File: config.mk
export PLATFORM = sky130hd
export DESIGN_NAME = keypad_scanner
export DESIGN_NICKNAME = d
export VERILOG_FILES = /design/src/rtl/calc_pkg.sv /design/src/rtl/sync_2ff.sv /design/src/rtl/keypad_scanner.sv
export SDC_FILE = /design/constraint.sdc
export NUM_CORES = 1
export LEC_CHECK = 0
export BUFFER_PORTS_ARGS = -buffer_cell sky130_fd_sc_hd__clkbuf_2
export CAP_MARGIN = 20
export CORE_MARGIN = 3
export CORE_UTILIZATION = 38
export DETAILED_ROUTE_END_ITERATION = 16
export PLACE_DENSITY = 0.56
export SLEW_MARGIN = 20
export SYNTH_ARGS = -nofsm -noshare
export SYNTH_HDL_FRONTEND = slang
export SYNTH_HIERARCHICAL = 1
export SYNTH_SLANG_ARGS = --single-unit
File: constraint.sdc
create_clock -name clk -period 1.9 [get_ports clk]
set_input_delay 0.19 -clock clk [delete_from_list [all_inputs] [get_ports clk]]
set_output_delay 0.19 -clock clk [all_outputs]
set_load 0.02 [all_outputs]
File: src/rtl/calc_pkg.sv
// rtl/calc_pkg.sv - key codes, keypad map and scanner state shared by the calculator
package calc_pkg;

  localparam logic [3:0] KEY_EQUAL = 4'hA;
  localparam logic [3:0] KEY_AC    = 4'hB;
  localparam logic [3:0] KEY_PLUS  = 4'hC;
  localparam logic [3:0] KEY_MINUS = 4'hD;
  localparam logic [3:0] KEY_MULT  = 4'hE;
  localparam logic [3:0] KEY_DIV   = 4'hF;

  typedef enum logic [1:0] {
    SCAN,
    DEBOUNCE_PRESS,
    EMIT,
    WAIT_RELEASE
  } scan_state_t;

  function automatic logic [3:0] keymap(input logic [1:0] row, input logic [1:0] col);
    logic [3:0] k;
    k = 4'h0;
    case ({row, col})
      4'b00_00: k = 4'h1;
      4'b00_01: k = 4'h2;
      4'b00_10: k = 4'h3;
      4'b00_11: k = KEY_PLUS;
      4'b01_00: k = 4'h4;
      4'b01_01: k = 4'h5;
      4'b01_10: k = 4'h6;
      4'b01_11: k = KEY_MINUS;
      4'b10_00: k = 4'h7;
      4'b10_01: k = 4'h8;
      4'b10_10: k = 4'h9;
      4'b10_11: k = KEY_MULT;
      4'b11_00: k = KEY_AC;
      4'b11_01: k = 4'h0;
      4'b11_10: k = KEY_EQUAL;
      4'b11_11: k = KEY_DIV;
      default:  k = 4'h0;
    endcase
    return k;
  endfunction

endpackage

File: src/rtl/sync_2ff.sv
// rtl/sync_2ff.sv - two-flop synchronizer for asynchronous board inputs
module sync_2ff #(
  parameter int               WIDTH     = 1,
  parameter logic [WIDTH-1:0] RESET_VAL = '0
) (
  input  logic             clk,
  input  logic             rst,
  input  logic [WIDTH-1:0] d,
  output logic [WIDTH-1:0] q
);

  logic [WIDTH-1:0] meta;

  always_ff @(posedge clk) begin
    if (rst) begin
      meta <= RESET_VAL;
      q    <= RESET_VAL;
    end else begin
      meta <= d;
      q    <= meta;
    end
  end

endmodule

File: src/rtl/keypad_scanner.sv
// rtl/keypad_scanner.sv - 4x4 keypad column scanner with press/release debounce
module keypad_scanner
  import calc_pkg::*;
#(
  parameter int SCAN_DIV        = 16,
  parameter int DEBOUNCE_CYCLES = 50000
) (
  input  logic       clk,
  input  logic       rst,
  input  logic [3:0] row_n,
  output logic [3:0] col_n,
  output logic       kbEN,
  output logic [3:0] pressedkey
);

  localparam int SW = $clog2(SCAN_DIV + 1);
  localparam int DW = $clog2(DEBOUNCE_CYCLES + 1);
  localparam logic [SW-1:0] SCAN_LAST = SW'(SCAN_DIV - 1);
  localparam logic [DW-1:0] DEB_LAST  = DW'(DEBOUNCE_CYCLES - 1);

  logic [3:0]    rs;
  scan_state_t   state;
  logic [SW-1:0] scan_cnt;
  logic [DW-1:0] deb_cnt;
  logic [1:0]    col;
  logic [1:0]    row;
  logic [3:0]    pattern;
  logic          one_low;
  logic [1:0]    low_row;
  logic [1:0]    col_next;

  sync_2ff #(.WIDTH(4), .RESET_VAL(4'b1111)) u_row_sync (
    .clk (clk),
    .rst (rst),
    .d   (row_n),
    .q   (rs)
  );

  // Only a single low row is a usable key; several low rows are ambiguous.
  always_comb begin
    one_low = 1'b0;
    low_row = 2'd0;
    case (rs)
      4'b1110: begin one_low = 1'b1; low_row = 2'd0; end
      4'b1101: begin one_low = 1'b1; low_row = 2'd1; end
      4'b1011: begin one_low = 1'b1; low_row = 2'd2; end
      4'b0111: begin one_low = 1'b1; low_row = 2'd3; end
      default: begin one_low = 1'b0; low_row = 2'd0; end
    endcase
  end

  assign col_next = col + 2'd1;

  always_ff @(posedge clk) begin
    if (rst) begin
      state      <= SCAN;
      col        <= 2'd0;
      col_n      <= 4'b1110;
      scan_cnt   <= '0;
      deb_cnt    <= '0;
      row        <= 2'd0;
      pattern    <= 4'b1111;
      kbEN       <= 1'b0;
      pressedkey <= 4'h0;
    end else begin
      kbEN <= 1'b0;
      case (state)
        SCAN: begin
          if (scan_cnt == SCAN_LAST) begin
            scan_cnt <= '0;
            if (one_low) begin
              state   <= DEBOUNCE_PRESS;
              row     <= low_row;
              pattern <= rs;
              deb_cnt <= '0;
            end else begin
              col   <= col_next;
              col_n <= ~(4'b0001 << col_next);
            end
          end else begin
            scan_cnt <= scan_cnt + SW'(1);
          end
        end
        DEBOUNCE_PRESS: begin
          if (rs != pattern) begin
            state    <= SCAN;
            col      <= col_next;
            col_n    <= ~(4'b0001 << col_next);
            scan_cnt <= '0;
          end else if (deb_cnt == DEB_LAST) begin
            state      <= EMIT;
            kbEN       <= 1'b1;
            pressedkey <= keymap(row, col);
          end else begin
            deb_cnt <= deb_cnt + DW'(1);
          end
        end
        EMIT: begin
          state   <= WAIT_RELEASE;
          deb_cnt <= '0;
        end
        WAIT_RELEASE: begin
          // Column stays put, so keys in other columns are invisible here.
          if (rs != 4'b1111) begin
            deb_cnt <= '0;
          end else if (deb_cnt == DEB_LAST) begin
            state    <= SCAN;
            col      <= col_next;
            col_n    <= ~(4'b0001 << col_next);
            scan_cnt <= '0;
          end else begin
            deb_cnt <= deb_cnt + DW'(1);
          end
        end
        default: state <= SCAN;
      endcase
    end
  end

endmodule

==> run_results.csv, run 1 <==
group,metric,value,unit
hold_path,hold_depth,2,
power,power,1.79,mW
synthesis,synth_cells,280,
detailed_routing,highest_layer,"met4",
floorplan,fp.dieW,86.6,µm
floorplan,fp.dieH,86.6,µm
detailed_routing,drtIter0Drc,80,
synthesis,synth-main-ff-cell,"dfxtp_1",
sta,finalSetupViolCount,0,
detailed_routing,route.met3.wl,144,µm
detailed_routing,wl,5.35,mm
hold_path,min_from,"row_n[1]",
synthesis,netlist.area_leader.share,38.9,%
setup_path,end_kind,"register",
sta,skew,3.57,ps
sta,tightest_slew,552,ps
clock_network,numCtsBuffers,5,
global_routing,antenna_found_initial,0,
synthesis,synth_area_leaders,"dfxtp_1 (39%), a21oi_1 (5.1%), mux2i_1 (4.5%)",
synthesis,ys_types,49,
layout,layoutNonFillerInstCount,396,
floorplan,initial_utilization,40.5,%
synthesis,seq_area_frac_synth,38.9,%
synthesis,synth-seq-cells,48,
setup_path,rr_worst_depth,7,
clock_network,clockBufferDepth,2,
detailed_routing,vias_per_cell,5.38,
global_routing,grt_pass1_vias,2040,
setup_path,start_kind,"register",
clock_network,cts_sinks,48,
synthesis,synth_commonest_cells,"dfxtp_1 (48), a21oi_1 (25), nor2_1 (23)",
sta,final.period_utilization,96.0,%
clock_network,cts_tree,"done",
placement,port_buffers,14,
power,power.leakage,1.19,nW
setup_path,rrSetupSlack,80,ps
synthesis,avgSynthCellArea,8.83,µm²
setup_path,reg2reg_to,"deb_cnt[12]",
layout,fin_nets,334,
clock_network,clkSlewWorstSetupHoldPaths,90,ps
setup_path,worstPathArrival,2050,ps
detailed_routing,vias,2132,
setup_path,worst-path-max-fanout,8,
layout,final_cell_area,3100,µm²
placement,placed_area,2780,µm²
floorplan,core_area,6100,µm²
layout,n_antenna_cell,0,
detailed_routing,met2WireLength,2.53,mm
sta,drv_slew,0,
floorplan,row_count,28,
sta,rsz0062_at_grt,"true",
synthesis,syn-num-nets,294,
sta,setup_slack,75.8,ps
setup_path,critPathKind,"reg2reg",
global_routing,grt_max_degree,31,
global_routing,grt_remaining_overflow,0,
synthesis,synth_edf_count,0,
detailed_routing,wl_per_cell,13.5,µm
placement,dp.cells,380,
power,power.density,580,nW/µm²
placement,dp_slack,-41.2,ps
placement,gp_congestion,0.836,
job,cap_violations,0,
synthesis,synthArstFlopShare,0,%
synthesis,yosysTopAreaCell,"dfxtp_1",
sta,period_minus_slack,1820,ps
setup_path,crit_start,"scan_cnt[1]",
layout,final_util,50.8,%
placement,dp.final_hpwl,3.65,mm
global_routing,grt_pass1_wl,9.07,mm
synthesis,synth_warnings,6,
sta,fin_setup_tns,0,ps
clock_network,clkLatencyLatePin,300,ps
setup_path,r2r-start,"scan_cnt[1]",
detailed_routing,antenna_left,0,
sta,relSlewSlack,63.2,%
hold_path,hp-class,"in2reg",
detailed_routing,wl_met1,2.64,mm
sta,whs,61.8,ps
floorplan,io_pins,15,
detailed_routing,first_pass_iters,4,
clock_network,htreeDepth,2,
detailed_routing,drc,0,
sta,fmax,0.548,GHz
layout,drive_gt1_share,28.7,%
hold_path,hold_end,"u_row_sync/meta[1]",
synthesis,synth_area,2470,µm²
floorplan,dieArea,7510,µm²
synthesis,yosys.cell_count.top_type,"dfxtp_1",
outcome,status,"completed",
layout,area_growth,25.3,%
clock_network,clock-root-buffer,"clkbuf_8",
power,ir_worst_vdd,0.000493,V
global_routing,grtUsageTotal,14.7,%
setup_path,cp_data_required_time,2130,ps
sta,hold_violations,0,
[flip-flops by register name, indices dropped and copies added (netlist names), named ones only]
name / count
col_n: 4
row: 2
col: 2
u_row_sync/meta: 4
kbEN: 1
u_row_sync/q: 4
pressedkey: 4
state: 1
deb_cnt: 16
pattern: 4
scan_cnt: 5
[routing by layer]
layer  global-route usage, %  up-vias
met4                    3.68        0
met2                    24.3       25
met3                    3.42        4
li1                        -     1105
met5                       0        -
met1                    19.4      998
[what timing repair did]
item | CTS | global route
hold buffers | 0 | 0
setup buffers | 2 | 4
hold endpoints to repair | 0 | 0
endpoints found under the setup margin | 12 | 22
gates cloned | 0 | 2
resized for setup | 8 | 28
pin swaps | 3 | 14
[area by class of cell]
cell class	instances	area, µm²
timing repair buffer	50	365
inverter	13	48.8
fill	606	3000
clock inverter	2	15.0
multi-input combinational	202	1510
clock buffer	6	82.6
sequential	48	981
tap	75	93.8
[cells in the final DEF (no fill, tap or decap), drive strengths merged, types with 6 or more instances in the layout]
cell type and instances:
inv 13, nand2 13, clkbuf 21, nor2 23
a21oi 26, or2 9, buf 35, mux2i 11
xnor2 6, or4 14, o21ai 10, and4 7
o31ai 12, nand3 11, dfxtp 48, ha 8
[cells by family (layout without fill, tap and decap cells)]
logic type      Yosys count  in the layout  synth area share, %
simple gates            108            108                 26.1
fa+ha+maj                 8              8                 4.05
flops                    48             48                 38.9
buf+inv                  30             71                 5.22
mux                      13             13                 5.37
xor+xnor                  7              7                 2.48
compound gates           66             66                 17.9
[where the power goes]
group | switching (mW) | leakage, nW | total, mW | internal, mW
Clock | 0.353 | 0.0434 | 0.648 | 0.295
Sequential | 0.0156 | 0.392 | 1.03 | 1.02
Combinational | 0.0557 | 0.753 | 0.113 | 0.0572
Total | 0.424 | 1.19 | 1.79 | 1.37
[worst max-delay path, cell delays in order, from the launching register on]
cell and delay (ps):
dfxtp_2 360, ha_4 150, nand3_4 90, nor3_4 190, a221oi_4 130, clkbuf_16 190
or4_1 480, a21oi_1 160
[how the worst max path moves through the flow]
stage,to,slack [ps],cells after the start
floorplan,col[0],40,6
global placement,deb_cnt[3],-10,7
detailed placement,deb_cnt[13],-40,7
CTS,deb_cnt[9],2,7
global route,pressedkey[0],-20,8
finish,deb_cnt[12],80,7
(Power assumes the default switching activity.)
==> run 2, diff against run 1 <==
--- a/config.mk
+++ b/config.mk
@@ -7,10 +7,12 @@
 export LEC_CHECK = 0
 export BUFFER_PORTS_ARGS = -buffer_cell sky130_fd_sc_hd__clkbuf_2
 export CAP_MARGIN = 20
+export CORE_ASPECT_RATIO = 0.7
 export CORE_MARGIN = 3
-export CORE_UTILIZATION = 38
+export CORE_UTILIZATION = 45
 export DETAILED_ROUTE_END_ITERATION = 16
-export PLACE_DENSITY = 0.56
+export HOLD_SLACK_MARGIN = 0.12
+export PLACE_DENSITY = 0.64
 export SLEW_MARGIN = 20
 export SYNTH_ARGS = -nofsm -noshare
 export SYNTH_HDL_FRONTEND = slang
==> run_results.csv, run 2 (same netlist as run 1, synthesis figures left out) <==
group,metric,value,unit
outcome,status,"finished with violations",
outcome,violations,"negative setup slack",
layout,fin_nets,338,
sta,whs,262,ps
detailed_routing,drtIter0Drc,151,
floorplan,fp.dieH,68,µm
placement,dp_slack,-18.1,ps
sta,setup_slack,-18.9,ps
global_routing,grtUsageTotal,17.5,%
layout,mostFrequentLayoutCells,"dfxtp_1 (38), buf_4 (30), nor2_1 (22)",
global_routing,grt_pass1_vias,1874,
sta,tightest_slew,458,ps
detailed_routing,drc,0,
layout,largest_register,"deb_cnt",
sta,final.period_utilization,101,%
setup_path,end_kind,"register",
setup_path,worstPathArrival,2130,ps
layout,area_growth,29.1,%
clock_network,clock-root-buffer,"clkbuf_8",
power,power.density,560,nW/µm²
sta,hold_violations,0,
clock_network,cts_sinks,48,
floorplan,core_area,5040,µm²
layout,layout_commonest_cell,"dfxtp_1",
detailed_routing,first_pass_iters,5,
placement,gp_congestion,0.824,
layout,n_antenna_cell,0,
detailed_routing,antenna_left,0,
setup_path,worst-path-max-fanout,14,
job,cap_violations,0,
detailed_routing,wl_per_cell,14.1,µm
layout,drive_gt1_share,31.5,%
floorplan,row_count,21,
detailed_routing,wl,5.53,mm
sta,fmax,0.521,GHz
global_routing,grt_max_degree,29,
clock_network,clkLatencyLatePin,290,ps
setup_path,cp_data_required_time,2110,ps
power,ir_worst_vdd,0.000326,V
setup_path,start_kind,"register",
power,power.leakage,1.20,nW
clock_network,cts_tree,"done",
floorplan,io_pins,15,
placement,dp.final_hpwl,3.70,mm
sta,period_minus_slack,1920,ps
global_routing,grt_pass1_wl,8.91,mm
global_routing,grt_remaining_overflow,0,
sta,relSlewSlack,69.5,%
setup_path,critPathKind,"reg2reg",
floorplan,initial_utilization,49.0,%
sta,rsz0062_at_grt,"true",
layout,top_regs,"deb_cnt: 16 flops, scan_cnt: 5 flops",
floorplan,fp.dieW,94.6,µm
placement,port_buffers,14,
global_routing,antenna_found_initial,0,
layout,largest_reg_flops,16,
clock_network,clockBufferDepth,2,
floorplan,dieArea,6430,µm²
sta,drv_slew,0,
clock_network,clkSlewWorstSetupHoldPaths,90,ps
hold_path,hp-class,"in2reg",
sta,finalSetupViolCount,2,
detailed_routing,vias_per_cell,5.54,
sta,skew,12.4,ps
detailed_routing,vias,2176,
clock_network,htreeDepth,2,
clock_network,numCtsBuffers,5,
-- run 2: final timing paths --
check	from	to	slack (ps)	cells after the start
max	scan_cnt[1]	deb_cnt[0]	-20	8
min	rst	pressedkey[0]	260	2
max reg2reg	scan_cnt[1]	deb_cnt[0]	-20	8
min reg2reg	u_row_sync/meta[3]	u_row_sync/q[3]	410	1
-- run 2: what timing repair did --
action,CTS,global route
endpoints found under the setup margin,9,29
gates cloned,0,2
hold endpoints to repair,4,0
hold buffers,4,0
pin swaps,0,20
resized for setup,2,48
setup buffers,0,5
-- run 2: worst max-delay path, cell delays in order, from the launching register on --
cell	delay [ps]
dfxtp_4	370
ha_4	140
nand3_4	100
nor3_4	260
a221oi_4	120
buf_4	170
buf_12	140
or3_1	350
a21oi_1	170
-- run 2: area by class of cell --
type	instances	area (µm²)
flip-flops and latches	48	978
well taps	69	86.3
fillers	424	1850
clock buffers	7	96.3
repair buffers	54	434
multi-input cells	202	1550
inverters	13	48.8
-- run 2: through the flow --
step                      setup TNS [ps]  instance area (µm²)  std cells  utilization, %  power (mW)
after floorplan                        0                 2470        280               -        1.11
after global placement                 0                 2780        375            55.1        1.15
after detailed placement           -33.7                 2780        375            55.1        1.15
after CTS                              0                 2920        386            57.9        1.80
after global routing                -514                 3190        393            63.2        1.87
final                              -18.9                 3190        393            63.2        1.79
-- run 2: power breakdown --
group / switching [mW] / internal (mW) / total [mW]
clock: 0.320 / 0.325 / 0.645
sequential: 0.0138 / 1.02 / 1.03
combinational: 0.0573 / 0.0529 / 0.110
total: 0.391 / 1.40 / 1.79
-- run 2: layer usage --
layer	vias to the layer above	GRT usage, %	wire length [µm]
li1	1113	-	-
met1	1004	27.1	2920
met2	55	24.4	2290
met3	4	3.96	282
met4	0	3.78	35
met5	-	0	0
==> run 3, diff against run 2 <==
--- a/config.mk
+++ b/config.mk
@@ -13,6 +13,7 @@
 export DETAILED_ROUTE_END_ITERATION = 16
 export HOLD_SLACK_MARGIN = 0.12
 export PLACE_DENSITY = 0.64
+export SETUP_SLACK_MARGIN = 0.3
 export SLEW_MARGIN = 20
 export SYNTH_ARGS = -nofsm -noshare
 export SYNTH_HDL_FRONTEND = slang
==> run_results.csv, run 3 (same netlist as run 1, synthesis figures left out) <==
group,metric,value,unit
job,cap_violations,0,
sta,fmax,0.548,GHz
layout,drive_gt1_share,29.4,%
setup_path,start_kind,"register",
placement,placed_area,2770,µm²
detailed_routing,first_pass_iters,4,
setup_path,crit_path_frequent_cell,"nand3_4",
sta,setup_slack,75.4,ps
sta,skew,8.39,ps
setup_path,rr_worst_depth,8,
floorplan,dieArea,6430,µm²
floorplan,core_area,5040,µm²
layout,final_cell_area,3210,µm²
setup_path,slowest_delay,480,ps
detailed_routing,drtIter0Drc,197,
sta,finalSetupViolCount,0,
setup_path,crit_chain,"ha_4 > nand3_4 > nor3_4 > buf_4 > buf_6 > nand3_4 > or4_1 > a21oi_1",
floorplan,initial_utilization,49.0,%
global_routing,grtUsageTotal,19.8,%
hold_path,hp-class,"in2reg",
layout,largest_reg_flops,16,
sta,hold_violations,0,
detailed_routing,vias,2192,
global_routing,grt_remaining_overflow,0,
detailed_routing,drc,0,
setup_path,critPathKind,"reg2reg",
layout,layout_commonest_cell,"dfxtp_1",
placement,dp_slack,-30.3,ps
clock_network,numCtsBuffers,5,
floorplan,fp.dieH,68,µm
setup_path,cp_data_required_time,2150,ps
clock_network,cts_sinks,48,
layout,top_regs,"deb_cnt: 16 flops, scan_cnt: 5 flops",
layout,n_antenna_cell,0,
global_routing,grt_max_degree,22,
hold_path,hold_depth,2,
detailed_routing,antenna_left,0,
clock_network,cts_tree,"done",
floorplan,row_count,21,
clock_network,htreeDepth,2,
placement,dp.final_hpwl,3.88,mm
setup_path,r2r-start,"scan_cnt[1]",
floorplan,fp.dieW,94.6,µm
detailed_routing,wl,6.11,mm
layout,largest_register,"deb_cnt",
outcome,status,"completed",
setup_path,worst-path-max-fanout,3,
global_routing,antenna_found_initial,0,
sta,tightest_slew,425,ps
clock_network,clock-root-buffer,"clkbuf_8",
floorplan,io_pins,15,
power,ir_worst_vdd,0.000411,V
sta,drv_slew,0,
power,power,1.93,mW
setup_path,slowest_stage,"or4_1",
layout,mostFrequentLayoutCells,"dfxtp_1 (32), a21oi_1 (24), nor2_1 (19)",
sta,fin_setup_tns,0,ps
setup_path,end_kind,"register",
setup_path,worstPathArrival,2070,ps
clock_network,clockBufferDepth,2,
detailed_routing,vias_per_cell,5.69,
sta,rsz0062_at_grt,"true",
clock_network,clkSlewWorstSetupHoldPaths,100,ps
layout,fin_nets,329,
power,power.density,602,nW/µm²
power,power.leakage,1.20,nW
clock_network,clkLatencyLatePin,310,ps
detailed_routing,wl_per_cell,15.9,µm
global_routing,grt_pass1_vias,2055,
setup_path,crit_path_end,"row[0]",
setup_path,reg2reg_to,"row[0]",
global_routing,grt_pass1_wl,10.1,mm
sta,relSlewSlack,71.6,%
setup_path,rrSetupSlack,80,ps
sta,final.period_utilization,96.0,%
layout,area_growth,29.8,%
sta,period_minus_slack,1820,ps
setup_path,crit_start,"scan_cnt[1]",
placement,gp_congestion,0.756,
placement,port_buffers,14,
-- run 3: changes by cell type in the layout (fill, tap and decap cells not counted), sizes merged --
| cell | delta |
|---|---|
| a211o | +1 |
| buf | -10 |
| bufbuf | +1 |
| bufinv | +1 |
| clkbuf | -3 |
| clkinvlp | +1 |
| inv | +1 |
-- run 3: worst min path at each step --
stage | start | end | slack (ps)
finish | rst | scan_cnt[0] | 270
global route | rst | scan_cnt[1] | 300
CTS | rst | scan_cnt[0] | 250
detailed placement | row_n[1] | u_row_sync/meta[1] | 370
global placement | row_n[1] | u_row_sync/meta[1] | 370
floorplan | rst | u_row_sync/q[2] | 290
-- run 3: final cells by class --
type / count / area (µm²)
clock buffer: 5 / 68.8
clock inverter: 3 / 46.3
fill: 449 / 1840
inverter: 13 / 48.8
multi-input combinational: 203 / 1590
sequential: 48 / 998
tap: 69 / 86.3
timing repair buffer: 44 / 365
-- run 3: stage by stage --
step	util [%]	std cells	hold slack, ps
detailed placement	55.0	361	372
CTS	61.5	379	252
global route	63.6	385	297
finish	63.6	385	267
floorplan	-	280	287
global placement	55.0	361	369
-- run 3: layer usage --
metal	global-route usage [%]	part of all wire, %	up-vias
met4	3.78	0.44	0
met5	0	0	-
met2	28.8	42	42
li1	-	-	1098
met3	3.63	3.8	6
met1	30.3	54	1046
-- run 3: timing repair --
| action | in CTS | in global routing |
|---|---|---|
| resized for setup | 25 | 17 |
| hold buffers | 4 | 0 |
| buffers inserted | 5 | 5 |
| endpoints found under the setup margin | 38 | 39 |
| cloned | 1 | 1 |
| endpoints found under the hold margin | 4 | 0 |
| pin swaps | 5 | 7 |
-- run 3: report_power, final --
part / switching [mW] / internal [mW] / total (mW)
registers: 0.0173 / 1.01 / 1.03
logic: 0.0655 / 0.0648 / 0.130
clock network: 0.373 / 0.397 / 0.770
total: 0.455 / 1.48 / 1.93
-- run 3: critical path: cells and delay by family (launching register included) --
family	cells	cell delay [ps]
adder cells (fa/ha/maj)	1	140
buffers and inverters	2	260
flip-flops	1	380
AND/OR/NAND/NOR	4	840
AO/OA/AOI/OAI	1	130
